<file path="src/rtl/inst_fetch_pkg.sv">
// Shared constants and types for the instruction-fetch stage: bus widths, ROM enable
// levels, fetch FSM state codes and the IF/ID payload record.
package inst_fetch_pkg;

   localparam int unsigned INST_ADDR_W = 32;
   localparam int unsigned INST_W      = 32;
   localparam int unsigned STALL_W     = 6;

   localparam logic [INST_W-1:0]      ZERO_WORD        = '0;
   localparam logic                   CHIP_ENABLE      = 1'b1;
   localparam logic                   CHIP_DISABLE     = 1'b0;
   localparam logic [INST_ADDR_W-1:0] RESET_PC_DEFAULT = 32'h0000_0000;
   localparam int unsigned            PC_STEP_DEFAULT  = 4;

   localparam logic [0:0] IF_ST_IDLE = 1'b0;
   localparam logic [0:0] IF_ST_RUN  = 1'b1;

   typedef struct packed {
      logic [INST_ADDR_W-1:0] pc;
      logic [INST_W-1:0]      inst;
      logic                   adel;
   } if_id_t;

   localparam if_id_t IF_ID_BUBBLE = '{pc: '0, inst: ZERO_WORD, adel: 1'b0};

   function automatic logic is_word_aligned(input logic [INST_ADDR_W-1:0] addr);
      return addr[1:0] == 2'b00;
   endfunction

endpackage

</file>
<file path="src/rtl/inst_fetch_if_id_reg.sv">
// IF/ID pipeline register: captures {pc, inst, adel} from fetch, inserting bubbles on
// flush, before the fetch FSM runs, and when IF stalls while ID keeps moving.
module if_id_reg
   import inst_fetch_pkg::*;
(
   input  logic                   clk,
   input  logic                   rst,
   input  logic                   i_flush,
   input  logic                   i_fetch_run,
   input  logic                   i_stall_if,
   input  logic                   i_stall_id,
   input  logic [INST_ADDR_W-1:0] i_if_pc,
   input  logic [INST_W-1:0]      i_if_inst,
   input  logic                   i_if_adel,
   output logic [INST_ADDR_W-1:0] o_id_pc,
   output logic [INST_W-1:0]      o_id_inst,
   output logic                   o_id_adel
);

   if_id_t r_id;
   if_id_t w_if;

   assign w_if = '{pc: i_if_pc, inst: i_if_inst, adel: i_if_adel};

   // NOTE: state is written with <= so every flop samples pre-edge values; blocking here
   // would let downstream logic in the same block see the new value within one edge.
   always_ff @(posedge clk) begin
      if (!rst) begin
         r_id <= IF_ID_BUBBLE;
      end else if (i_flush || !i_fetch_run) begin
         r_id <= IF_ID_BUBBLE;
      end else if (i_stall_if && !i_stall_id) begin
         r_id <= IF_ID_BUBBLE;
      end else if (!i_stall_if) begin
         r_id <= w_if;
      end
      // Both stages stalled: register holds.
   end

   assign o_id_pc   = r_id.pc;
   assign o_id_inst = r_id.inst;
   assign o_id_adel = r_id.adel;

endmodule

</file>
<file path="src/rtl/inst_fetch.sv">
// Instruction fetch stage: owns the PC, drives the ROM request, remembers branches that
// resolve while the PC is stalled, and feeds the IF/ID register.
module inst_fetch
   import inst_fetch_pkg::*;
#(
   parameter logic [INST_ADDR_W-1:0] RESET_PC = RESET_PC_DEFAULT,
   parameter int unsigned            PC_STEP  = PC_STEP_DEFAULT
) (
   input  logic                   clk,
   input  logic                   rst,
   input  logic [STALL_W-1:0]     stall,
   input  logic                   flush,
   input  logic [INST_ADDR_W-1:0] flush_pc,
   input  logic                   branch_flag_i,
   input  logic [INST_ADDR_W-1:0] branch_addr_i,
   output logic                   rom_ce,
   output logic [INST_ADDR_W-1:0] rom_addr,
   input  logic [INST_W-1:0]      rom_inst,
   output logic [INST_ADDR_W-1:0] id_pc,
   output logic [INST_W-1:0]      id_inst,
   output logic                   id_adel
);

   localparam logic [INST_ADDR_W-1:0] PC_INC = INST_ADDR_W'(PC_STEP);

   logic [0:0]             r_state;
   logic [INST_ADDR_W-1:0] r_pc;
   logic                   r_ce;
   logic                   r_br_pend;
   logic [INST_ADDR_W-1:0] r_br_tgt;

   logic                   w_aligned;
   logic                   w_fetch_run;
   logic [INST_W-1:0]      w_if_inst;
   logic                   w_if_adel;
   logic                   w_unused_stall;

   always_ff @(posedge clk) begin
      if (!rst) begin
         r_state   <= IF_ST_IDLE;
         r_pc      <= RESET_PC;
         r_ce      <= CHIP_DISABLE;
         r_br_pend <= 1'b0;
         r_br_tgt  <= '0;
      end else if (r_state == IF_ST_IDLE) begin
         r_state <= IF_ST_RUN;
         r_ce    <= CHIP_ENABLE;
      end else if (flush) begin
         r_pc      <= flush_pc;
         r_br_pend <= 1'b0;
      end else if (stall[0]) begin
         // A one-cycle branch seen while the PC is frozen is parked until the stall lifts.
         if (branch_flag_i) begin
            r_br_pend <= 1'b1;
            r_br_tgt  <= branch_addr_i;
         end
      end else if (r_br_pend) begin
         r_pc      <= r_br_tgt;
         r_br_pend <= 1'b0;
      end else if (branch_flag_i) begin
         r_pc <= branch_addr_i;
      end else begin
         r_pc <= r_pc + PC_INC;
      end
   end

   assign w_aligned   = is_word_aligned(r_pc);
   assign w_fetch_run = (r_state == IF_ST_RUN);

   assign rom_addr  = r_pc;
   assign rom_ce    = r_ce & w_aligned;
   assign w_if_inst = rom_ce ? rom_inst : ZERO_WORD;
   assign w_if_adel = r_ce & ~w_aligned;

   // Upper stall bits belong to later pipeline stages.
   assign w_unused_stall = ^stall[STALL_W-1:3];

   if_id_reg u_if_id_reg (
      .clk         (clk),
      .rst         (rst),
      .i_flush     (flush),
      .i_fetch_run (w_fetch_run),
      .i_stall_if  (stall[1]),
      .i_stall_id  (stall[2]),
      .i_if_pc     (r_pc),
      .i_if_inst   (w_if_inst),
      .i_if_adel   (w_if_adel),
      .o_id_pc     (id_pc),
      .o_id_inst   (id_inst),
      .o_id_adel   (id_adel)
   );

endmodule

</file>
<file path="config.mk">
export PLATFORM = sky130hd
export DESIGN_NAME = inst_fetch
export DESIGN_NICKNAME = d
export VERILOG_FILES = /design/src/rtl/inst_fetch_pkg.sv /design/src/rtl/inst_fetch_if_id_reg.sv /design/src/rtl/inst_fetch.sv
export SDC_FILE = /design/constraint.sdc
export NUM_CORES = 1
export LEC_CHECK = 0
export ABC_CLOCK_PERIOD_IN_PS = 2200
export BUFFER_PORTS_ARGS = -buffer_cell sky130_fd_sc_hd__buf_2
export CAP_MARGIN = 40
export CORE_AREA = 2 2 116 118
export DETAILED_ROUTE_END_ITERATION = 10
export DIE_AREA = 0 0 118 120
export HOLD_SLACK_MARGIN = 0.15
export PLACE_DENSITY = 0.8
export SYNTH_ARGS = -nofsm -noshare
export SYNTH_HDL_FRONTEND = slang
export SYNTH_SLANG_ARGS = --single-unit
</file>
<file path="constraint.sdc">
create_clock -name clk -period 2.2 [get_ports clk]
set_input_delay 0.44 -clock clk [delete_from_list [all_inputs] [get_ports clk]]
set_output_delay 0.44 -clock clk [all_outputs]
set_load 0.01 [all_outputs]
</file>
==> results of run 1 <==
## Yosys cell counts, drive strengths merged, types with 6 or more instances
master,number
and3,6
o22ai,10
a21oi,62
nand3,25
mux2i,40
a22oi,7
clkbuf,42
a21boi,33
nor4,6
nor3,17
nand2,139
o21ai,44
buf,18
o31ai,7
dfxtp,132
inv,15
nand4,8
nor2,131
## state kept, by name, summed over array words and instances (netlist names)
name / count
r_state: 1
r_ce: 1
u_if_id_reg.o_id_adel: 1
r_br_pend: 1
r_br_tgt: 32
u_if_id_reg.o_id_pc: 32
rom_addr: 32
u_if_id_reg.o_id_inst: 32
## logic make-up after synthesis
| family | after synthesis |
|---|---|
| adders and majority gates | 1 |
| muxes | 41 |
| DFF | 132 |
| AOI/OAI and AO/OA | 216 |
| and+or+nand+nor | 353 |
| xor gates and xnor gates | 7 |
| buffers and inverters | 76 |
## through the flow
stage,setup slack [ps],utilization (%),instance area [µm²]
2_1_floorplan,337.3,-,6355
3_3_place_gp,293.3,59.36,7705
3_5_place_dp,263.5,59.36,7705
4_1_cts,174.0,64.60,8386
5_1_grt,56.98,64.60,8386
6_report,150.6,64.60,8386
## cell type report
class                   instances  area share [%]
inverters                      16          0.7162
flip-flops and latches        132           31.51
multi-input cells             618           40.97
clock inverters                13           2.716
repair buffers                239           16.05
well taps                     176           2.626
clock buffers                  19           5.401
## power by group
group | internal, µW | switching [µW]
combinational | 318 | 434
sequential | 2460 | 81.5
clock | 2180 | 1050
total | 4960 | 1570
## worst register-to-register path: stages, from the launching register on
cell	delay (ps)
dfxtp_1	330
ha_1	200
nand4_1	280
buf_4	250
nor2_1	170
mux2_2	350
a22oi_1	170
o21ai_0	140
## metal layers
layer  up-vias  GRT usage (%)  wire [µm]
met5         -              0          0
met4         0          13.10        507
met3        41          6.844       1700
met2       346          42.04       8502
met1      3028          35.59       8482
li1       3277              -          -
## path summary, 6_finish.rpt
check | startpoint | end | slack (ps)
max | rom_addr[2]$_SDFFE_PN0P_ | rom_addr[12]$_SDFFE_PN0P_ | 150
min | rst | r_state$_DFF_P_ | 170
max reg2reg | rom_addr[2]$_SDFFE_PN0P_ | rom_addr[12]$_SDFFE_PN0P_ | 150
min reg2reg | r_br_tgt[15]$_SDFFE_PN0P_ | r_br_tgt[15]$_SDFFE_PN0P_ | 460
==> qor.yml, run 1 <==
run_status:
  status: "complete, no violations"
logic_synthesis:
  syn_inst: 826
  synth-compound-area-share_pct: 22.05
  muxShareOfSynthArea_pct: 6.478
  yosysWarnings: 0
  synth_adder_area_share_pct: 0.1969
  synthesis.area_mm2: 0.006355
  yosys-top-cells-area: "dfxtp_1, nand2_1, nor2_1"
  synthSimpleGateAreaFrac_pct: 24.12
  yosys_register_bits: 132
  seq_area_frac_synth_pct: 41.58
  synth_ff_type: "dfxtp_1"
  synth_top_family_by_area: "simple AND/OR/NAND/NOR gates"
  ys_types: 57
  synth_edf_count: 0
  async_flop_share_pct: 0
  synth_top_area_cell: "dfxtp_1"
  postSynthAreaPerCell_um2: 7.694
  synth.top_cell.area_share_pct: 41.58
  syn-num-nets: 933
  synth-xor-area-share_pct: 0.9648
setup_path:
  reg2reg_depth: 7
  endpoint_kind: "flip-flop"
  path_depth: 7
  cp_cell_sequence: "ha_1 -> nand4_1 -> buf_4 -> nor2_1 -> mux2_2 -> a22oi_1 -> o21ai_0"
  path_buf_inv: 1
  cpPeakStageDelay_ps: 350
  worst_setup_path_start_kind: "flip-flop"
  crit_slowest_cell: "mux2_2"
  cp_data_required_time_ps: 2480
  path_max_fanout: 6
  crit_family: "simple AND/OR/NAND/NOR gates"
  criticalPathCategory: "reg2reg"
  critPathArrivalTime_ps: 2330
sta:
  fin_setup_tns_ps: 0
  fin_crit_ps: 2049
  maxSlewViolCount: 0
  finClkSkew_ps: 18.18
  period_share_pct: 93.15
  fmax_mhz: 488.0
  worst_slew_pin_slew_ps: 521.1
  rsz0062_at_grt: "false"
  max-slew-margin-rel_pct: 64.89
  whs_ps: 174.3
  hold_viol_final: 0
  setup_viol: 0
job:
  drv_cap: 0
place:
  io_buffers: 200
  dpl.cell_count: 1181
  post-dp-hpwl_um: 13940
  gp_congestion: 0.9206
drt:
  viasPerCell: 5.517
  first_pass_iters: 5
  wire_per_inst_um: 15.82
  remaining_drc_errors: 0
  routed_wl_um: 19190
  drt_first_iter_violations: 665
  via_count: 6692
  antenna_left: 0
finish:
  final_common_cell: "buf_2"
  area_growth_pct: 31.96
  diodes: 0
  fillers: 1091
  drive_above_1_share_pct: 27.48
  mostFrequentLayoutCells: "buf_2, nand2_1, dfxtp_1, nor2_1, a21oi_1"
  multi_input_area_mm2: 0.003436
  fin_cells: 1213
  register_area_mm2: 0.002643
  fin_nets: 1131
global_routing:
  grt_pass1_vias: 6084
  grt.overflow.total: 0
  grt_max_degree: 87
  grt_pass1_wl_um: 30570
  antenna_found_initial: 0
  track_usage_pct: 27.21
cts:
  h-tree-depth: 4
  postCtsSetupBuffers: 0
  clk_pin_slew_worst_paths_ps: 60
  cts_buffers: 17
  clk_latency_ps: 430
  ctsResizeCount: 0
  cts_sinks: 132
  cts_tree: "done"
  clock_path_buffers: 2
  postCtsHoldBufs: 0
  root_buffer: "clkbuf_16"
floorplan:
  core.rowCount: 42
  start_util_pct: 48.96
  io_pins: 204
  die_y_um: 120
  die_w_um: 118
  dieArea_mm2: 0.01416
  fp.coreArea_mm2: 0.01298
power_and_ir_drop:
  power_density_mw_per_mm2: 778.3
  ir_drop_v: 0.0004864
  leakage_uw: 0.003664
  p_total_uw: 6527
worst_hold_path:
  hp-class: "in2reg"
  hold_depth: 1
Note: power is estimated with default switching activity, not from simulation.
==> run 2, diff against run 1 <==
Settings changed: CORE_AREA 2 2 116 118 to 2 2 117 119, DIE_AREA 0 0 118 120 to 0 0 119 121, PLACE_DENSITY 0.8 to 0.79, TNS_END_PERCENT set to 50.
==> qor.yml, run 2 (synthesis gave the netlist of run 1 again) <==
run_status:
  status: "complete, no violations"
global_routing:
  antenna_found_initial: 0
  grt_pass1_wl_um: 30280
  grt.overflow.total: 0
  track_usage_pct: 26.56
  grt_max_degree: 65
  grt_pass1_vias: 5945
drt:
  wire_per_inst_um: 15.74
  remaining_drc_errors: 0
  first_pass_iters: 5
  drt_first_iter_violations: 589
  via_count: 6661
  antenna_left: 0
  viasPerCell: 5.464
  routed_wl_um: 19180
sta:
  hold_viol_final: 0
  period_share_pct: 96.33
  fin_crit_ps: 2119
  setup_viol: 0
  worst_slew_pin_slew_ps: 477.3
  max-slew-margin-rel_pct: 67.91
  fin_setup_tns_ps: 0
  maxSlewViolCount: 0
  fmax_mhz: 471.9
  finClkSkew_ps: 11.60
  worst_slack_ps: 80.79
  rsz0062_at_grt: "false"
power_and_ir_drop:
  netSwitchingPower_uw: 1585
  p_total_uw: 6333
  power_density_mw_per_mm2: 756.5
  ir_drop_v: 0.0005983
  p_comb_share_pct: 12.3
  clkPwrFrac_pct: 47.8
  leakage_uw: 0.003663
  internal_power_uw: 4748
  seq_power_share_pct: 39.9
  switching_share_pct: 25.02
floorplan:
  dieArea_mm2: 0.01440
  die_w_um: 119
  start_util_pct: 48.57
  io_pins: 204
  die_y_um: 121
  core.rowCount: 42
  fp.coreArea_mm2: 0.01309
cts:
  clock_path_buffers: 2
  clk_latency_ps: 430
  clk_pin_slew_worst_paths_ps: 60
  ctsResizeCount: 0
  postCtsHoldBufs: 0
  cts_buffers: 17
  cts_sinks: 132
  cts_tree: "done"
  h-tree-depth: 4
  root_buffer: "clkbuf_16"
  postCtsSetupBuffers: 0
setup_path:
  cp_data_required_time_ps: 2510
  critPathArrivalTime_ps: 2430
  criticalPathCategory: "reg2reg"
  worst_setup_path_start_kind: "flip-flop"
  endpoint_kind: "flip-flop"
  path_max_fanout: 8
job:
  drv_cap: 0
place:
  dp_worst_setup_slack_ps: 119.0
  gp_congestion: 0.9231
  io_buffers: 200
  post-dp-hpwl_um: 14050
finish:
  fillers: 1174
  fin_nets: 1137
  drive_above_1_share_pct: 27.71
  mostFrequentLayoutCells: "buf_2, nand2_1, dfxtp_1, nor2_1, a21oi_1"
  diodes: 0
  area_growth_pct: 31.74
  final_util_pct: 63.98
  final_common_cell: "buf_2"
worst_hold_path:
  hp-class: "in2reg"
[run 2: cell types whose count changed in the layout (fill, tap and decap cells not counted)]
cell        before  now
buf_4           36   43
buf_12           4    3
clkbuf_1         0    2
clkinv_2         3    1
bufinv_16        6    4
inv_6            1    2
clkinvlp_4       2    3
[run 2: cell type report]
cell class / count / area (µm²) / share of cell area, %
Multi-Input combinational cell: 618 / 3436 / 41.04
Sequential cell: 132 / 2643 / 31.56
Timing Repair Buffer: 245 / 1379 / 16.47
Tap cell: 176 / 220.2 / 2.630
Inverter: 16 / 60.06 / 0.7174
Clock inverter: 11 / 173.9 / 2.077
Clock buffer: 21 / 460.4 / 5.500
[run 2: final timing paths]
kind                        startpoint  slack [ps]  cells past startpoint                         to
min                   branch_addr_i[1]         270                      3   r_br_tgt[1]$_SDFFE_PN0P_
max reg2reg   rom_addr[2]$_SDFFE_PN0P_          80                      6  rom_addr[16]$_SDFFE_PN0P_
min reg2reg  r_br_tgt[15]$_SDFFE_PN0P_         460                      2  r_br_tgt[15]$_SDFFE_PN0P_
max           rom_addr[2]$_SDFFE_PN0P_          80                      6  rom_addr[16]$_SDFFE_PN0P_
[run 2: critical path, cell delays in order, from the launching register on]
cell,delay [ps]
dfxtp_1,360
ha_1,220
nand4_1,340
nor3_1,480
nand2_1,130
a21o_1,200
a221o_1,290
[run 2: per-stage QoR]
step	instances	instance area (µm²)	hold WS, ps
2_1_floorplan	826	6355	438.9
3_3_place_gp	1187	7737	445.5
3_5_place_dp	1187	7737	452.2
4_1_cts	1219	8372	254.2
5_1_grt	1219	8372	264.0
6_report	1219	8372	270.2
[run 2: power by group through the flow]
stage          clock network, µW  logic [µW]  registers [µW]
2_1_floorplan                  0         390            2600
3_5_place_dp                   0         762            2580
4_1_cts                     3070         767            2530
5_1_grt                     3180         845            2540
3_3_place_gp                   0         755            2580
6_report                    3030         777            2530
[run 2: per-layer routing]
layer  global-route usage (%)  part of all wire [%]  vias to the layer above
met5                        0                     0                        -
met4                    10.19                   1.8                        0
met3                    6.062                   8.4                       25
met2                    41.56                    45                      342
met1                    35.72                    45                     2999
li1                         -                     -                     3295
